## src/rtl/bnn_pkg.sv

```systemverilog
// Shared definitions for the sequential binary neural network layer family.
// Holds the controller state encoding and the width/chunk-count helpers that
// every layer variant derives its geometry from.
package bnn_pkg;

  typedef enum logic [1:0] {
    IDLE = 2'd0,
    LOAD = 2'd1,
    EVAL = 2'd2,
    HOLD = 2'd3
  } state_t;

  // Width able to hold a count from 0 up to and including n_in.
  function automatic int cnt_w_f(input int n_in);
    return $clog2(n_in + 1);
  endfunction

  // Number of load-bus chunks carrying the weight vector.
  function automatic int cw_f(input int n_in, input int wchunk);
    return (n_in + wchunk - 1) / wchunk;
  endfunction

  // Number of load-bus chunks carrying the threshold.
  function automatic int ct_f(input int cnt_w, input int wchunk);
    return (cnt_w + wchunk - 1) / wchunk;
  endfunction

  // Index width for n items, never narrower than one bit.
  function automatic int idx_w_f(input int n);
    return (n > 1) ? $clog2(n) : 1;
  endfunction

endpackage

```

## src/rtl/bnn_xnor_popcount.sv

```systemverilog
// Combinational XNOR-popcount: counts positions where input and weight agree.
// Ports:
//   x     - binary input vector
//   w     - binary weight vector
//   count - number of matching bit positions (0..N_IN)
import bnn_pkg::*;

module bnn_xnor_popcount #(
  parameter int  N_IN  = 8,
  localparam int CNT_W = cnt_w_f(N_IN)
) (
  input  logic [N_IN-1:0]  x,
  input  logic [N_IN-1:0]  w,
  output logic [CNT_W-1:0] count
);

  logic [N_IN-1:0] match_s;

  assign match_s = ~(x ^ w);

  // Sum the agreement bits; CNT_W is sized so the full count never wraps.
  always_comb begin
    count = '0;
    for (int i = 0; i < N_IN; i++) begin
      count = count + CNT_W'(match_s[i]);
    end
  end

endmodule

```

## src/rtl/bnn_layer_seq.sv

```systemverilog
// Reloadable binary neural network layer with one time-shared popcount unit.
// Each neuron k fires when popcount(~(x ^ w[k])) >= thr[k]; one neuron is
// evaluated per cycle. Weights/thresholds arrive LSB-chunk first over a narrow
// load bus and commit per neuron when the record's last chunk is accepted.
// Ports:
//   clk, reset           - clock, synchronous active-high reset
//   ena                  - global enable, low freezes every register
//   in_valid/in_ready    - input vector handshake, in_data is the vector
//   out_valid/out_ready  - result handshake, out_data bit k = neuron k
//   ld_start             - restart the load pointer at neuron 0
//   ld_valid/ld_ready    - load chunk handshake, ld_data is the chunk
//   ld_done              - one-cycle pulse after the last neuron commits
import bnn_pkg::*;

module bnn_layer_seq #(
  parameter int N_IN       = 8,
  parameter int N_OUT      = 8,
  parameter int WCHUNK     = 4,
  parameter int THRESH_DEF = 7
) (
  input  logic              clk,
  input  logic              reset,
  input  logic              ena,
  input  logic              in_valid,
  output logic              in_ready,
  input  logic [N_IN-1:0]   in_data,
  output logic              out_valid,
  input  logic              out_ready,
  output logic [N_OUT-1:0]  out_data,
  input  logic              ld_start,
  input  logic              ld_valid,
  output logic              ld_ready,
  input  logic [WCHUNK-1:0] ld_data,
  output logic              ld_done
);

  localparam int CNT_W = cnt_w_f(N_IN);
  localparam int CW    = cw_f(N_IN, WCHUNK);
  localparam int CT    = ct_f(CNT_W, WCHUNK);
  localparam int NCH   = CW + CT;
  localparam int CC_W  = idx_w_f(NCH);
  localparam int PTR_W = idx_w_f(N_OUT);

  state_t               state_r, state_nxt_s;
  logic [N_IN-1:0]      w_r   [N_OUT];
  logic [CNT_W-1:0]     thr_r [N_OUT];
  logic [N_IN-1:0]      x_r;
  logic [PTR_W-1:0]     idx_r;
  logic [PTR_W-1:0]     ptr_r;
  logic [CC_W-1:0]      chunk_cnt_r;
  logic [NCH*WCHUNK-1:0] shadow_r;
  logic                 out_valid_r;
  logic [N_OUT-1:0]     out_data_r;
  logic                 ld_done_r;

  logic                 in_ready_s, ld_ready_s, in_acc_s, ld_acc_s;
  logic                 commit_s, commit_last_s;
  logic [CC_W-1:0]      chunk_idx_s;
  logic [PTR_W-1:0]     ptr_idx_s;
  logic [NCH*WCHUNK-1:0] rec_s;
  logic [CNT_W-1:0]     count_s;
  logic                 fire_s;

  bnn_xnor_popcount #(.N_IN(N_IN)) u_popcount (
    .x     (x_r),
    .w     (w_r[idx_r]),
    .count (count_s)
  );

  assign fire_s    = (count_s >= thr_r[idx_r]);
  assign in_ready  = in_ready_s;
  assign ld_ready  = ld_ready_s;
  assign out_valid = out_valid_r;
  assign out_data  = out_data_r;
  assign ld_done   = ld_done_r;

  // Next state, handshake qualification and load-record assembly.
  always_comb begin
    state_nxt_s   = state_r;
    in_ready_s    = 1'b0;
    ld_ready_s    = 1'b0;
    in_acc_s      = 1'b0;
    ld_acc_s      = 1'b0;
    commit_s      = 1'b0;
    commit_last_s = 1'b0;
    // ld_start makes a same-cycle chunk count as chunk 0 of neuron 0.
    chunk_idx_s   = ld_start ? '0 : chunk_cnt_r;
    ptr_idx_s     = ld_start ? '0 : ptr_r;
    rec_s         = ld_start ? '0 : shadow_r;
    rec_s[int'(chunk_idx_s)*WCHUNK +: WCHUNK] = ld_data;
    if (ena) begin
      case (state_r)
        IDLE: begin
          ld_ready_s = 1'b1;
          in_ready_s = !ld_start && !ld_valid;
          if (ld_start || ld_valid) begin
            state_nxt_s = LOAD;
          end else if (in_valid) begin
            in_acc_s    = 1'b1;
            state_nxt_s = EVAL;
          end else begin
            state_nxt_s = IDLE;
          end
        end
        LOAD: begin
          ld_ready_s = 1'b1;
          // Only leave when nothing is half-loaded; a partial record waits.
          if (!ld_valid && (ld_start || chunk_cnt_r == '0)) begin
            state_nxt_s = IDLE;
          end else begin
            state_nxt_s = LOAD;
          end
        end
        EVAL: begin
          if (idx_r == PTR_W'(N_OUT - 1)) begin
            state_nxt_s = HOLD;
          end else begin
            state_nxt_s = EVAL;
          end
        end
        HOLD: begin
          if (out_ready) begin
            state_nxt_s = IDLE;
          end else begin
            state_nxt_s = HOLD;
          end
        end
        default: state_nxt_s = IDLE;
      endcase
      ld_acc_s      = ld_valid && ld_ready_s;
      commit_s      = ld_acc_s && (chunk_idx_s == CC_W'(NCH - 1));
      commit_last_s = commit_s && (ptr_idx_s == PTR_W'(N_OUT - 1));
      if (commit_last_s) begin
        state_nxt_s = IDLE;
      end else begin
        state_nxt_s = state_nxt_s;
      end
    end else begin
      state_nxt_s = state_r;
    end
  end

  // All layer state: controller, parameter store, load shadow and outputs.
  always_ff @(posedge clk) begin
    if (reset) begin
      state_r     <= IDLE;
      x_r         <= '0;
      idx_r       <= '0;
      ptr_r       <= '0;
      chunk_cnt_r <= '0;
      shadow_r    <= '0;
      out_valid_r <= 1'b0;
      out_data_r  <= '0;
      ld_done_r   <= 1'b0;
      for (int k = 0; k < N_OUT; k++) begin
        w_r[k]   <= '0;
        thr_r[k] <= CNT_W'(THRESH_DEF);
      end
    end else if (ena) begin
      state_r   <= state_nxt_s;
      ld_done_r <= commit_last_s;
      if (ld_ready_s && ld_start) begin
        ptr_r       <= '0;
        chunk_cnt_r <= '0;
        shadow_r    <= '0;
      end
      if (ld_acc_s) begin
        if (commit_s) begin
          w_r[ptr_idx_s]   <= rec_s[N_IN-1:0];
          thr_r[ptr_idx_s] <= rec_s[CW*WCHUNK +: CNT_W];
          chunk_cnt_r      <= '0;
          shadow_r         <= '0;
          ptr_r            <= commit_last_s ? '0 : ptr_idx_s + PTR_W'(1);
        end else begin
          shadow_r    <= rec_s;
          chunk_cnt_r <= chunk_idx_s + CC_W'(1);
          ptr_r       <= ptr_idx_s;
        end
      end
      if (in_acc_s) begin
        x_r   <= in_data;
        idx_r <= '0;
      end
      if (state_r == EVAL) begin
        out_data_r[idx_r] <= fire_s;
        idx_r             <= idx_r + PTR_W'(1);
        if (idx_r == PTR_W'(N_OUT - 1)) begin
          out_valid_r <= 1'b1;
        end
      end
      if (state_r == HOLD && out_ready) begin
        out_valid_r <= 1'b0;
      end
    end
  end

endmodule

```

## config.mk

```make
export PLATFORM = sky130hd
export DESIGN_NAME = bnn_layer_seq
export DESIGN_NICKNAME = d
export VERILOG_FILES = /design/src/rtl/bnn_pkg.sv /design/src/rtl/bnn_xnor_popcount.sv /design/src/rtl/bnn_layer_seq.sv
export SDC_FILE = /design/constraint.sdc
export NUM_CORES = 1
export LEC_CHECK = 0
export CAP_MARGIN = 20
export CORE_ASPECT_RATIO = 1.1
export CORE_MARGIN = 4
export CORE_UTILIZATION = 50
export CTS_BUF_LIST = sky130_fd_sc_hd__clkbuf_8
export DETAILED_ROUTE_END_ITERATION = 16
export PLACE_DENSITY = 0.68
export SETUP_SLACK_MARGIN = 0.2
export SLEW_MARGIN = 20
export SYNTH_ARGS = -nofsm -noshare
export SYNTH_HDL_FRONTEND = slang
export SYNTH_SLANG_ARGS = --single-unit
```

## constraint.sdc

```tcl
create_clock -name clk -period 6.5 [get_ports clk]
set_input_delay 0.65 -clock clk [delete_from_list [all_inputs] [get_ports clk]]
set_output_delay 0.65 -clock clk [all_outputs]
set_load 0.01 [all_outputs]
```

Word level (Yosys, flattened, before mapping)
Memory sizes are Yosys's and may differ from the RTL's. A register that Yosys moved wholly into a read port is not among the register bits.
Cells that the tools add are included.
Word-level totals
  output and inout bits: 12
  bits in writable memories: 96
  memories: 2
  logic and storage cells: 119
  register bits after elaboration: 40
Memory list
  w_r: words 8, bits a word 8, rd ports 1, clocked after memory_dff 1, wr ports 8, line bnn_layer_seq.sv:45  | logic [N_IN-1:0] w_r [N_OUT];
  thr_r: words 8, bits a word 4, rd ports 1, clocked after memory_dff 1, wr ports 8, line bnn_layer_seq.sv:46  | logic [CNT_W-1:0] thr_r [N_OUT];
Cells by class
  bitwise gates (word level): 2
  mux-type cells: 58
  add/subtract/negate cells: 11
  equality and inequality tests: 6
  $lt $le $gt $ge: 3
  shifts and indexed selects: 2
  reductions and logical operators: 26
Operators by type and width (count)
  12-bit two-way mux: 4
  3-bit two-way mux: 13
  4-bit negation with 33-bit output: 1
  4-bit by 33-bit variable shift with 12-bit output, first input constant: 1
  4-bit by 33-bit indexed part select with 12-bit output: 1
  1-bit two-way mux: 27
  4-bit by 1-bit adder with 4-bit output: 6
  2-bit two-way mux: 8
  12-bit bitwise mux: 1
  8-bit bitwise mux: 1
  1-bit logical AND: 8
  8-bit two-way mux: 1
  8-bit inverter: 1
  2-bit one-hot mux with 4 select lines: 1
  2-bit AND reduction: 4
  2-bit nonzero test: 4
  8-bit OR reduction: 1
  8-bit XOR: 1
  3-bit by 1-bit adder with 3-bit output, second input constant: 2
  2-bit == test, second input constant: 3
  3-bit == test, second input constant: 2
  4-bit >= comparator: 1
  2-bit zero test: 2
  3-bit by 4-bit < comparator with 1-bit output, second input constant: 1
  other kinds (11): 13

Depth between registers and ports, before layout
  depth after elaboration: 14
  mapped depth: 20
  depth with buffers taken out: 18

Cells and area by module
A second synthesis with hierarchy kept.
Second synthesis, totals
  cells, all modules: 530
  area total of the unflattened synthesis: 6502.5 um2
Modules (own cells, without submodules)
  bnn_layer_seq: times used 1, area an instance 6264.8 um2, cells an instance 504, sequential area each 3743.6 um2
  bnn_xnor_popcount: times used 1, area an instance 237.7 um2, cells an instance 26, sequential area each 0.0 um2

Least setup slack after synthesis
No wires, ideal clock.
  path kind: reg2reg
  start point: reg with a tool-made name
  end point: reg out_data_r[2] (netlist: out_data[2])
  stages on the path, launching flop included: 19
  library setup time: 0.132 ns
  clock period less this slack: 4.744 ns
  arrival time: 4.612 ns
  required time: 6.368 ns
  path slack: 1.756 ns
  cells stage by stage: dfxtp_1 -> buf_2 -> buf_4 -> mux2i_1 -> a221oi_1 -> xnor2_1 -> ha_1 -> inv_1 -> fa_1 -> fa_1 -> inv_1 -> fa_1 -> inv_1 -> fa_1 -> inv_1 -> ha_1 -> a2111oi_2 -> or4_1 -> a21oi_1
RTL lines
  end signal: indexed assignment: line bnn_layer_seq.sv:185  | out_data_r[idx_r] <= fire_s;
  end: declaration: line bnn_layer_seq.sv:53  | logic [N_OUT-1:0] out_data_r;

==> impl_metrics.prom <==
# TYPE chip_impl_metric gauge
chip_impl_info{name="outcome",value="finished, final reports clean"} 1
chip_impl_metric{name="slowest_delay",unit="ns"} 0.76
chip_impl_metric{name="endpoint_arrival_time_on_the_critical_path",unit="ns"} 5.68
chip_impl_metric{name="fraction_of_synthesized_cell_area_taken_by_the_top_area_cell_type",unit=""} 0.448
chip_impl_metric{name="initial_core_utilization",unit=""} 0.511
chip_impl_metric{name="postRouteWirelength",unit="um"} 13600
chip_impl_metric{name="grt_max_degree",unit=""} 41
chip_impl_metric{name="synth-async-reset-ratio",unit=""} 0
chip_impl_metric{name="drt-wirelength-per-cell",unit="um"} 18.2
chip_impl_metric{name="route.detailed.vias_per_inst",unit=""} 5.74
chip_impl_metric{name="final_layout_size_suffix_gt1_frac",unit=""} 0.124
chip_impl_info{name="start_kind",value="flop"} 1
chip_impl_metric{name="hpwlAfterDp",unit="um"} 9740
chip_impl_metric{name="yosysUniqueCellTypes",unit=""} 57
chip_impl_metric{name="dr.pass1.iters",unit=""} 5
chip_impl_metric{name="net_count_after_synthesis",unit=""} 585
chip_impl_metric{name="nFillCells",unit=""} 1062
chip_impl_metric{name="detail_route.iter0.violations",unit=""} 253
chip_impl_metric{name="placed_area",unit="sq um"} 6840
chip_impl_metric{name="setup-violations-final",unit=""} 0
chip_impl_metric{name="clk_latency",unit="ns"} 0.45
chip_impl_info{name="holdCritPathClass",value="flop to flop"} 1
chip_impl_info{name="mostFrequentLayoutCell",value="sky130_fd_sc_hd__nor2_1"} 1
chip_impl_info{name="worst_path_max_delay_cell",value="sky130_fd_sc_hd__dfxtp_1"} 1
chip_impl_metric{name="finalWorstPathRequiredPeriod",unit="ns"} 5.37
chip_impl_metric{name="cts-root-to-sink-buffers",unit=""} 2
chip_impl_metric{name="ioPinCount",unit=""} 31
chip_impl_metric{name="diodes",unit=""} 0
chip_impl_metric{name="route.antenna.remaining_nets",unit=""} 0
chip_impl_metric{name="syn_to_final_growth",unit="%"} 11.7
chip_impl_metric{name="synthAdderAreaFrac",unit=""} 0.0416
chip_impl_metric{name="worst_hold_path_depth",unit=""} 2
chip_impl_info{name="cp_cell_sequence",value="nand2b_1 -> o22ai_1 -> a221oi_1 -> xnor2_1 -> ha_1 -> inv_1 -> fa_1 -> fa_1 -> inv_1 -> fa_1 -> inv_1 -> fa_1 -> inv_1 -> ha_1 -> a2111oi_2 -> or4_1 -> a21oi_1"} 1
chip_impl_info{name="root_buffer",value="sky130_fd_sc_hd__clkbuf_8"} 1
chip_impl_metric{name="tightest_slew",unit="ns"} 0.997
chip_impl_metric{name="grt_antenna_before_repair",unit=""} 0
chip_impl_metric{name="finClkSkew",unit="ns"} 0.00837
chip_impl_metric{name="hold_violations",unit=""} 0
chip_impl_metric{name="synth_compound_area_frac",unit=""} 0.0795
chip_impl_metric{name="number_of_synthesized_register_bits",unit=""} 136
chip_impl_info{name="grt_setup_unrepaired",value="false"} 1
chip_impl_info{name="synth_top_family_by_area",value="simple AND/OR/NAND/NOR gates"} 1
chip_impl_metric{name="io_buffer_count",unit=""} 30
chip_impl_metric{name="number_of_flops_mapped_to_enable_cells_by_yosys",unit=""} 96
chip_impl_info{name="cpLargestDelayFamily",value="adder cells"} 1
chip_impl_metric{name="post_synth_mux_area_share",unit=""} 0.101
chip_impl_metric{name="grt_first_pass_wirelength",unit="um"} 22300
chip_impl_metric{name="core_area",unit="sq um"} 12600
chip_impl_metric{name="gr-usage-all-layers",unit=""} 0.199
chip_impl_metric{name="final.hold.worst_slack",unit="ns"} 0.459
chip_impl_metric{name="synth_simple_gate_area_frac",unit=""} 0.168
chip_impl_metric{name="drt_drc_violations_left",unit=""} 0
chip_impl_metric{name="syn_area_per_cell",unit="sq um"} 11.8
chip_impl_metric{name="cts_sinks",unit=""} 136
chip_impl_metric{name="cap_viol_max_count",unit=""} 0
chip_impl_metric{name="via_count",unit=""} 4269
chip_impl_metric{name="vdd.ir_drop.worst",unit="mV"} 0.149
chip_impl_metric{name="post-route-period-util",unit=""} 0.826
chip_impl_metric{name="synth_sequential_area_ratio",unit=""} 0.572
chip_impl_metric{name="synth-warning-count",unit=""} 0
chip_impl_info{name="yosysTopAreaCell",value="sky130_fd_sc_hd__edfxtp_1"} 1
chip_impl_metric{name="worst_slew_margin_rel",unit=""} 0.335
chip_impl_metric{name="cts_hold_buf",unit=""} 0
chip_impl_info{name="endpoint_type_of_the_worst_setup_path",value="flop"} 1
chip_impl_metric{name="setup_total_negative_slack",unit="ns"} 0
chip_impl_info{name="layout.cells.most_common_list",value="sky130_fd_sc_hd__nor2_1, sky130_fd_sc_hd__edfxtp_1, sky130_fd_sc_hd__nand2_1, sky130_fd_sc_hd__dfxtp_1, sky130_fd_sc_hd__clkdlybuf4s50_1"} 1
chip_impl_metric{name="number_of_rows_in_the_core_area",unit=""} 43
chip_impl_metric{name="numCtsBuffers",unit=""} 17
chip_impl_metric{name="post_cts_resize_count",unit=""} 0
chip_impl_metric{name="fmaxAchievable",unit="MHz"} 186
chip_impl_metric{name="cp_max_fo",unit=""} 12
chip_impl_metric{name="pwr_density_cell",unit="nW/um^2"} 243
chip_impl_metric{name="synth_area",unit="sq um"} 6440
chip_impl_info{name="synthTopCellsByArea",value="sky130_fd_sc_hd__edfxtp_1, sky130_fd_sc_hd__dfxtp_1, sky130_fd_sc_hd__nor2_1"} 1
chip_impl_metric{name="finish.utilization",unit=""} 0.571
chip_impl_info{name="synth_ff_type",value="sky130_fd_sc_hd__edfxtp_1"} 1
chip_impl_metric{name="clock_slew_at_reported_path_ffs",unit="ns"} 0.07
chip_impl_metric{name="floorplan.die_area",unit="sq um"} 14800
chip_impl_metric{name="worst_r2r_path_depth",unit=""} 17
chip_impl_metric{name="postSynthCellCount",unit=""} 547
chip_impl_metric{name="total_power",unit="mW"} 1.75
chip_impl_metric{name="worst-path-stages",unit=""} 17
chip_impl_metric{name="post_synth_xor_area_fraction",unit=""} 0.0122
chip_impl_metric{name="sum_of_buffers_and_inverters_on_the_critical_path",unit=""} 4
chip_impl_metric{name="floorplan.die.height",unit="um"} 127
chip_impl_metric{name="cts_setup_buffers",unit=""} 0
chip_impl_metric{name="cts_max_level",unit=""} 4
chip_impl_metric{name="report.final.slew_viol_count",unit=""} 0
chip_impl_info{name="tritoncts",value="built"} 1
chip_impl_metric{name="final_design_area_no_fill",unit="sq um"} 7190
chip_impl_metric{name="finalWeightedCongestion",unit=""} 0.886
chip_impl_metric{name="design.final.nets",unit=""} 612
chip_impl_metric{name="power_leakage",unit="nW"} 2.41
chip_impl_metric{name="grt_pass1_vias",unit=""} 4323
chip_impl_metric{name="cp_data_required_time",unit="ns"} 6.81
chip_impl_metric{name="global_route.overflow_total",unit=""} 0
chip_impl_info{name="timing.setup.critical_path_class",value="flop to flop"} 1
chip_impl_metric{name="die_x",unit="um"} 116
## sequential cells by signal, indices dropped and copies added (netlist names), 2 cells and up, named ones only
| name | count |
|---|---|
| w_r | 64 |
| thr_r | 32 |
| shadow_r | 9 |
| out_data | 8 |
| x_r | 8 |
| idx_r | 3 |
| ptr_r | 3 |
| chunk_cnt_r | 2 |
| state_r | 2 |
## cell usage after synthesis (2+ instances only)
cell type,instances
sky130_fd_sc_hd__a21oi_1,13
sky130_fd_sc_hd__a221oi_1,8
sky130_fd_sc_hd__a22o_1,2
sky130_fd_sc_hd__a22oi_1,8
sky130_fd_sc_hd__a22oi_2,4
sky130_fd_sc_hd__and2_1,3
sky130_fd_sc_hd__and3_1,6
sky130_fd_sc_hd__buf_1,3
sky130_fd_sc_hd__buf_2,6
sky130_fd_sc_hd__buf_4,2
sky130_fd_sc_hd__clkbuf_1,13
sky130_fd_sc_hd__dfxtp_1,40
sky130_fd_sc_hd__edfxtp_1,96
sky130_fd_sc_hd__fa_1,4
sky130_fd_sc_hd__ha_1,15
sky130_fd_sc_hd__inv_1,12
sky130_fd_sc_hd__mux2_2,17
sky130_fd_sc_hd__mux2i_1,28
sky130_fd_sc_hd__mux4_2,8
sky130_fd_sc_hd__nand2_1,45
sky130_fd_sc_hd__nand2b_1,19
sky130_fd_sc_hd__nand3_1,9
sky130_fd_sc_hd__nand3_4,2
sky130_fd_sc_hd__nand3b_1,2
sky130_fd_sc_hd__nand4_1,2
sky130_fd_sc_hd__nor2_1,100
sky130_fd_sc_hd__nor2b_1,7
sky130_fd_sc_hd__nor3_1,4
sky130_fd_sc_hd__o21ai_0,15
sky130_fd_sc_hd__o22ai_1,9
sky130_fd_sc_hd__o31a_1,2
sky130_fd_sc_hd__o31ai_1,2
sky130_fd_sc_hd__or3_1,7
sky130_fd_sc_hd__or4_1,4
sky130_fd_sc_hd__xnor2_1,5
sky130_fd_sc_hd__xor2_1,4
## kinds of logic after synthesis
logic type	count (synthesis)
and+or+nand+nor	220
DFF	136
AOI/OAI and AO/OA	73
muxes	53
buffers and inverters	37
adders and majority gates	19
xor gates and xnor gates	9
## layout make-up
| type | count | area (sq um) | share of cell area |
|---|---|---|---|
| inverter | 12 | 45.0 | 0.00626 |
| timing repair buffer | 33 | 323 | 0.0449 |
| tap | 157 | 196 | 0.0273 |
| clock buffer | 17 | 234 | 0.0325 |
| multi-input combinational | 374 | 2590 | 0.361 |
| sequential | 136 | 3680 | 0.512 |
| clock inverter | 15 | 115 | 0.0160 |
## per-stage QoR
step | setup WS [ns] | instances
global route | 0.673 | 744
CTS | 1.07 | 744
finish | 1.13 | 744
detailed placement | 1.11 | 712
floorplan | 1.76 | 547
global placement | 1.23 | 712
## worst reg2reg max path: cells and delay by family (launching register included)
kind,cells,cell delay (ns)
fa+ha+maj,6,2.39
buf+inv,4,0.26
compound gates,4,1.14
xor+xnor,1,0.12
simple gates,2,0.57
flops,1,0.76
## final timing paths
kind / from / endpoint / slack (ns)
max reg2reg: flop / out_data[6] / 1.13
min: shadow_r[7] / shadow_r[7] / 0.46
max: flop / out_data[6] / 1.13
min reg2reg: shadow_r[7] / shadow_r[7] / 0.46
## routing by layer
metal | up-vias | routed length, um | track usage
met5 | - | 0 | 0
li1 | 2040 | - | -
met3 | 25 | 574 | 0.0493
met4 | 0 | 316 | 0.0765
met1 | 2101 | 6030 | 0.264
met2 | 103 | 6630 | 0.316
## where the power goes
| part | internal [mW] | switching [mW] | leakage [nW] | total [mW] |
|---|---|---|---|---|
| Clock | 0.294 | 0.325 | 0.179 | 0.619 |
| Sequential | 0.948 | 0.0119 | 1.22 | 0.960 |
| Combinational | 0.0682 | 0.102 | 1.01 | 0.171 |
| Total | 1.31 | 0.439 | 2.41 | 1.75 |
Power figures use the tool's default switching activity.
==> RTL change, RTL diff (same flow settings) <==
`N_IN` is set to 8 in 2 places; all go to 10.
--- a/src/rtl/bnn_xnor_popcount.sv
+++ b/src/rtl/bnn_xnor_popcount.sv
@@ -6,7 +6,7 @@
 import bnn_pkg::*;
 
 module bnn_xnor_popcount #(
-  parameter int  N_IN  = 8,
+  parameter int  N_IN  = 10,
   localparam int CNT_W = cnt_w_f(N_IN)
 ) (
   input  logic [N_IN-1:0]  x,
--- a/src/rtl/bnn_layer_seq.sv
+++ b/src/rtl/bnn_layer_seq.sv
@@ -13,7 +13,7 @@
 import bnn_pkg::*;
 
 module bnn_layer_seq #(
-  parameter int N_IN       = 8,
+  parameter int N_IN       = 10,
   parameter int N_OUT      = 8,
   parameter int WCHUNK     = 4,
   parameter int THRESH_DEF = 7
Ports: changed (resized in_data); port bits go from 31 to 33. No check against the original RTL was run, so the function may have changed too.
==> RTL change against the original RTL <==
Worst setup slack worse by 250 ps. Synthesized area up 15%. Sequential cell count is 23 higher. Total power is 15% higher. Critical path depth is the same. Final area grew 15%. Wire length grew 15%. Die area is 14% higher. First-iteration DRC count increased by 60%. Critical path type unchanged. Largest power group unchanged.
==> RTL change: results (changes against the original RTL) <==
INFO  yosys          synth_fp_nets=683 [was 585]
INFO  pwr            peakVddDrop=0.137mV [was 0.149 mV]
INFO  yosys          synth_area_per_cell=11.7µm² [was 11.8 µm²]
INFO  global_routing first_global_vias=4833 [was 4323]
INFO  pwr            power_leakage=2.63nW [was 2.41 nW]
INFO  routing        wl_per_cell=18.1µm [was 18.2 µm]
INFO  finish         biggestRegsByFlops=w_r: 80 flops, thr_r: 32 flops, shadow_r: 14 flops [was w_r: 64 flops, thr_r: 32 flops, shadow_r: 9 flops]
INFO  placed_design  place.port_buffers=32 [was 30]
INFO  global_routing initial_antenna_violation_count=0 [unchanged]
INFO  routing        routed_wirelength=15700µm [was 13600 µm]
INFO  finish         final_layout_net_count=706 [was 612]
INFO  global_routing grt_first_pass_wirelength=26000µm [was 22300 µm]
INFO  timing         timing.max_slew.rel_slack=0.263 [was 0.335]
INFO  min_path       hold_path.startpoint=shadow_r[12] [was shadow_r[7]]
INFO  critical_path  path_class=flip-flop to flip-flop [unchanged]
INFO  global_routing grtUsageTotal=0.196 [was 0.199]
INFO  critical_path  cp_data_arrival_time=5940ps [was 5680 ps]
INFO  global_routing grtUsageMet1=0.261 [was 0.264]
INFO  finish         layout-drive-gt1-share=0.107 [was 0.124]
INFO  timing         min_period=5620ps [was 5370 ps]
INFO  finish         antenna_cells=0 [unchanged]
INFO  placed_design  numPlacedInstances=834 [was 712]
INFO  yosys          yosys.cell_types.count=46 [was 57]
INFO  run_status     outcome=finished, final reports clean [unchanged]
INFO  timing         skew=8.46ps [was 8.37 ps]
INFO  timing         finalHoldWorstSlack=467ps [was 459 ps]
INFO  global_routing grt_max_degree=42 [was 41]
INFO  critical_path  worst-path-max-fanout=16 [was 12]
INFO  routing        initialDrtViolationCount=405 [was 253]
INFO  yosys          post_synth_most_frequent_cells=sky130_fd_sc_hd__nor2_1, sky130_fd_sc_hd__edfxtp_1, sky130_fd_sc_hd__nand2_1 [unchanged]
INFO  placed_design  gp_routability_congestion=0.829 [was 0.886]
INFO  yosys          synthTopCellsByArea=sky130_fd_sc_hd__edfxtp_1, sky130_fd_sc_hd__dfxtp_1, sky130_fd_sc_hd__nor2_1, sky130_fd_sc_hd__mux2i_1, sky130_fd_sc_hd__mux4_2 [was sky130_fd_sc_hd__edfxtp_1, sky130_fd_sc_hd__dfxtp_1, sky130_fd_sc_hd__nor2_1, sky130_fd_sc_hd__mux2i_1, sky130_fd_sc_hd__mux2_2]
INFO  routing        number_of_vias_per_cell=5.69 [was 5.74]
INFO  global_routing use_met2=0.328 [was 0.316]
INFO  placed_design  detailedPlacementHpwl=11200µm [was 9740 µm]
INFO  global_routing met3_usage=0.0377 [was 0.0493]
INFO  critical_path  cpPeakStageDelay=820ps [was 760 ps]
INFO  yosys          number_of_enable_flip_flop_cells_after_synthesis=112 [was 96]
## RTL change: changes by cell type in the layout (fill, tap and decap cells not counted), sizes merged, moves of 5 or more
| cell | unedited run | this run |
|---|---|---|
| a21oi | 13 | 26 |
| edfxtp | 96 | 112 |
| o2bb2ai | 0 | 14 |
| nand2 | 46 | 55 |
| dfxtp | 40 | 47 |
| inv | 14 | 20 |
| and3 | 6 | 1 |
| nor3 | 4 | 9 |
| nor2 | 100 | 114 |
## RTL change: layout make-up
cell class	count	area [µm²]
Inverter	17	63.8
Clock inverter	15	131
Clock buffer	17	234
Timing Repair Buffer	39	373
Multi-Input combinational cell	427	2910
Sequential cell	159	4310
Tap cell	192	240
Fill cell	1224	6250
## RTL change: final timing paths
path / endpoint / cells after the start
min: shadow_r[12] / 1
max: out_data[6] / 17
max reg2reg: out_data[6] / 17
min reg2reg: shadow_r[12] / 1
## RTL change: cells by family after synthesis
kind of cell | share of synthesized area
xor gates and xnor gates | 0.0130
AOI/OAI and AO/OA | 0.0889
DFF | 0.579
muxes | 0.0951
and+or+nand+nor | 0.148
buffers and inverters | 0.0298
adders and majority gates | 0.0465
## RTL change: report_power, final
part           switching [W]  internal (W)
logic               0.000121     0.0000807
clock network       0.000351      0.000331
registers          0.0000147       0.00111
## RTL change: routing by layer
layer  wire length (µm)  part of all wire  vias up
met5                  0                 0        -
met1               6940              0.44     2419
met3                783             0.050       15
li1                   -                 -     2353
met4                173             0.011        0
met2               7750              0.50      139
## RTL change: through the flow
stage          instance area (µm²)   util
6_report                      8260  0.569
5_1_grt                       8260  0.569
4_1_cts                       8260  0.569
3_5_place_dp                  7890  0.544
3_3_place_gp                  7890  0.544
2_1_floorplan                 7430      -
